File: src/rtl/adder_arbiter.sv
// Two-requester round-robin arbiter feeding one CHUNK_W-bit adder slice that builds a
// 64-bit sum over N = 64/CHUNK_W cycles. Define ADDER_CARRY_OUT_EN to expose the final carry.
module adder_arbiter #(
   parameter int CHUNK_W = 16
) (
   input  logic        clk_i,
   input  logic        rst_ni,
   input  logic [1:0]  req_valid_i,
   output logic [1:0]  req_ready_o,
   input  logic [63:0] num1_a_i,
   input  logic [63:0] num2_a_i,
   input  logic [63:0] num1_b_i,
   input  logic [63:0] num2_b_i,
   output logic        rsp_valid_o,
   input  logic        rsp_ready_i,
   output logic        rsp_id_o,
   output logic [63:0] sum_o,
   output logic        carry_o,
   output logic        busy_o
);
   localparam int N = 64 / CHUNK_W;

   typedef enum logic [1:0] {IDLE, CALC, RESP} state_e;

   state_e        state_q, state_d;
   logic [63:0]   a_q, a_d, b_q, b_d, sum_q, sum_d;
   logic          carry_q, carry_d;
   logic [3:0]    idx_q, idx_d;
   logic          id_q, id_d, last_q, last_d;
   logic          grant;
   logic          last_slice;
   logic [31:0]   off;
   logic [CHUNK_W-1:0] sl_a, sl_b, sl_s;
   logic          sl_co;

   // Shared slice adder, walking from the least significant slice upward.
   assign off        = 32'(idx_q) * 32'(CHUNK_W);
   assign sl_a       = a_q[off +: CHUNK_W];
   assign sl_b       = b_q[off +: CHUNK_W];
   assign {sl_co, sl_s} = {1'b0, sl_a} + {1'b0, sl_b} + (CHUNK_W+1)'(carry_q);
   assign last_slice = (idx_q == 4'(N-1));

   // On a tie the requester that was not served last wins.
   always_comb begin
      grant = 1'b0;
      case (req_valid_i)
         2'b10:   grant = 1'b1;
         2'b11:   grant = ~last_q;
         default: grant = 1'b0;
      endcase
   end

   // Ready is also masked by reset so nothing looks accepted while held in reset.
   assign req_ready_o = (state_q == IDLE && rst_ni && |req_valid_i) ?
                        (grant ? 2'b10 : 2'b01) : 2'b00;

   always_comb begin
      state_d = state_q;
      a_d     = a_q;
      b_d     = b_q;
      sum_d   = sum_q;
      carry_d = carry_q;
      idx_d   = idx_q;
      id_d    = id_q;
      last_d  = last_q;
      case (state_q)
         IDLE: begin
            if (|req_ready_o) begin
               a_d     = grant ? num1_b_i : num1_a_i;
               b_d     = grant ? num2_b_i : num2_a_i;
               id_d    = grant;
               carry_d = 1'b0;
               idx_d   = '0;
               state_d = CALC;
            end
         end
         CALC: begin
            sum_d[off +: CHUNK_W] = sl_s;
            carry_d = sl_co;
            idx_d   = idx_q + 4'd1;
            if (last_slice) state_d = RESP;
         end
         RESP: begin
            if (rsp_ready_i) begin
               last_d  = id_q;
               state_d = IDLE;
            end
         end
         default: state_d = IDLE;
      endcase
   end

   always_ff @(posedge clk_i or negedge rst_ni) begin
      if (!rst_ni) begin
         state_q <= IDLE;
         a_q     <= '0;
         b_q     <= '0;
         sum_q   <= '0;
         carry_q <= 1'b0;
         idx_q   <= '0;
         id_q    <= 1'b0;
         last_q  <= 1'b1;
      end else begin
         state_q <= state_d;
         a_q     <= a_d;
         b_q     <= b_d;
         sum_q   <= sum_d;
         carry_q <= carry_d;
         idx_q   <= idx_d;
         id_q    <= id_d;
         last_q  <= last_d;
      end
   end

`ifdef ADDER_CARRY_OUT_EN
   logic cout_q;
   always_ff @(posedge clk_i or negedge rst_ni) begin
      if (!rst_ni)                            cout_q <= 1'b0;
      else if (state_q == CALC && last_slice) cout_q <= sl_co;
   end
   assign carry_o = cout_q;
`else
   assign carry_o = 1'b0;
`endif

   assign rsp_valid_o = (state_q == RESP);
   assign busy_o      = (state_q != IDLE);
   assign rsp_id_o    = id_q;
   assign sum_o       = sum_q;
endmodule

File: config.mk
export PLATFORM = sky130hd
export DESIGN_NAME = adder_arbiter
export DESIGN_NICKNAME = d
export VERILOG_FILES = /design/src/rtl/adder_arbiter.sv
export SDC_FILE = /design/constraint.sdc
export NUM_CORES = 1
export LEC_CHECK = 0
export ABC_AREA = 0
export CAP_MARGIN = 20
export CORE_UTILIZATION = 35
export DETAILED_ROUTE_END_ITERATION = 12
export PLACE_DENSITY_LB_ADDON = 0.15
export SYNTH_ARGS = -nofsm -noshare
export SYNTH_HDL_FRONTEND = slang
export SYNTH_SLANG_ARGS = --single-unit
File: constraint.sdc
create_clock -name clk_i -period 11.14 [get_ports clk_i]
set_clock_uncertainty 0.2 [all_clocks]
set_input_delay 2.228 -clock clk_i [delete_from_list [all_inputs] [get_ports clk_i]]
set_output_delay 2.228 -clock clk_i [all_outputs]
set_load 0.005 [all_outputs]
==> reports/qor.yml <==
outcome: "finished, final reports clean"
avgSynthCellArea_um2: 10.6
cts_buffers: 23
cts_root_buffer: "clkbuf_16"
setup.worst_path.end: "req_ready_o[0]"
drive_gt1_share_pct: 8.84
die_h_um: 173
holdCritStartpoint: "a_q[33]$_DFFE_PN0P_"
fin_ws_ps: 4580
die_w_um: 173
grt.total_usage_pct: 20.1
finalCriticalPeriod_ps: 6560
grt_pass1_vias: 8324
final_hold_viol_count: 0
timing.rr.end: "sum_o[43]$_DFFE_PN0P_"
place_congestion: 0.809
synth_cell_types: 48
crit_path_start: "req_valid_i[0]"
ys_ff_latch: 201
ys_async_sr_fraction_pct: 100
antenna_found_initial: 0
overflow: 0
finalNetCount: 1545
postCtsResizedCells: 0
layout_commonest_cell: "clkdlybuf4s50_1"
ctsHoldBuffers: 0
route.detailed.drc: 0
worstMarginPinSlew_ps: 1100
start_util_pct: 35.8
io_buffers: 329
worst_setup_path_end_kind: "output port"
dieArea_um2: 30100
synthFlopType: "dfrtp_1"
num_rows: 62
fmax_ghz: 0.152
cts.sinks: 201
cp.required_ps: 8710
routedWlPerCell_um: 18.0
antenna_left: 0
fin_tns_setup_ps: 0
crit_path_start_kind: "input port"
min_period_over_period_pct: 58.9
grt_start_max_net_pins: 120
viasPerCell: 4.92
clk_pin_slew_ps: 60
finalSetupViolCount: 0
hold_path_class: "flop to flop"
clock_latency_ps: 500
syn_inst: 968
drt_iter0_drc: 443
cts_setup_buffers: 0
hpwl_um: 23100
r2r_slack_ps: 6750
synth_area_um2: 10300
peakVddDrop_mv: 0.122
cts_buffer_depth: 3
grt_pass1_wl_um: 47000
rr_startpoint: "idx_q[0]$_DFFE_PN0P_"
layout_common_cells: "clkdlybuf4s50_1, dfrtp_1, nand2_1"
synth.net_count: 1249
max_slew_margin_pct: 26.5
n_antenna_cell: 0
dpl_worst_slack_ps: 4560
area.growth.synth_to_final_pct: 42.0
synth_edf_count: 0
synth-seq-area-share_pct: 48.9
wl_um: 30000
yosysWarnings: 0
p_per_area_nw_per_um2: 268
coreArea_um2: 28800
maxCapViolations: 0
finalMaxSlewViolations: 0
p_leak_uw: 0.00646
vias: 8183
cts_tree: "yes"
ios: 331
crit_type: "input port to output port"
cp_max_fo: 28
reg2reg_depth: 10
worst_ep_arrival_time_ps: 4130
rsz0062_at_grt: "false"
drt_pre_antenna_iters: 5
htree_num_levels: 1
[per-stage QoR]
stage               total power [µW]  util (%)  hold slack, ps  instance area (µm²)  cells
finish                          3910      50.8             272                14600   1662
global route                    4220      50.8             302                14600   1662
detailed placement              3230      48.2             264                13900   1622
CTS                             3970      50.7             278                14600   1661
global placement                3190      48.2             257                13900   1622
floorplan                       2430         -             245                10300    968
[kinds of logic after synthesis]
logic type	synth area share, %
other	0.0364
DFF	48.9
muxes	21.5
buffers and inverters	2.92
and+or+nand+nor	10.9
adders and majority gates	2.58
AOI/OAI and AO/OA	11.9
xor gates and xnor gates	1.36
[synthesized netlist by cell type, types with 8 or more instances]
| master | n | area share (%) |
|---|---|---|
| a22o_1 | 8 | 0.68 |
| o21ai_0 | 168 | 8.2 |
| xor2_1 | 8 | 0.68 |
| clkbuf_1 | 44 | 1.6 |
| xnor2_1 | 8 | 0.68 |
| nor2b_1 | 35 | 2.1 |
| buf_2 | 15 | 0.73 |
| mux4_2 | 32 | 7.0 |
| a21oi_1 | 18 | 0.88 |
| nand2_1 | 186 | 6.8 |
| dfrtp_1 | 200 | 49 |
| nor2_1 | 11 | 0.40 |
| ha_1 | 18 | 2.2 |
| mux2i_1 | 129 | 13 |
| mux2_2 | 18 | 2.0 |
[power by group]
part	total (µW)	switching [µW]	internal [µW]	leakage [µW]
sequential	1250	204	1050	0.00256
combinational	1930	1050	882	0.00354
clock	730	289	441	0.000357
[worst min-delay path by stage]
stage          slack (ps)             endpoint  depth (start not counted)
4_1_cts               280  a_q[33]$_DFFE_PN0P_                          2
2_1_floorplan         240  a_q[26]$_DFFE_PN0P_                          2
6_report              270  a_q[33]$_DFFE_PN0P_                          2
5_1_grt               300  a_q[44]$_DFFE_PN0P_                          2
3_3_place_gp          260  a_q[19]$_DFFE_PN0P_                          2
3_5_place_dp          260  a_q[33]$_DFFE_PN0P_                          2
[layer usage]
layer	track usage, %	share of wire [%]	vias up
met5	0	0	-
met4	5.05	2.0	0
met3	3.27	4.6	36
met2	33.8	49	246
met1	27.0	45	3903
li1	-	-	3998
[area by class of cell]
type / instances / area, µm²
clock buffers: 36 / 684
clock inverters: 3 / 40.0
fillers: 2618 / 14200
inverters: 7 / 26.3
multi-input cells: 693 / 4980
flip-flops and latches: 201 / 5030
well taps: 384 / 480
repair buffers: 338 / 3370
[flip-flops by register name, indices dropped and copies added, names as in the netlist]
| register | flops |
|---|---|
| a_q | 64 |
| b_q | 64 |
| carry_q | 1 |
| idx_q | 4 |
| last_q | 1 |
| rsp_id_o | 1 |
| state_q | 2 |
| sum_o | 64 |
[worst max-delay path, cell delays in order]
cell             delay (ps)
clkdlybuf4s50_1         520
nor2_1                   60
nor2_1                  220
nand2_4                 220
nor2_1                  300
clkdlybuf4s50_1         580
Note: power is estimated with default switching activity, not from simulation.
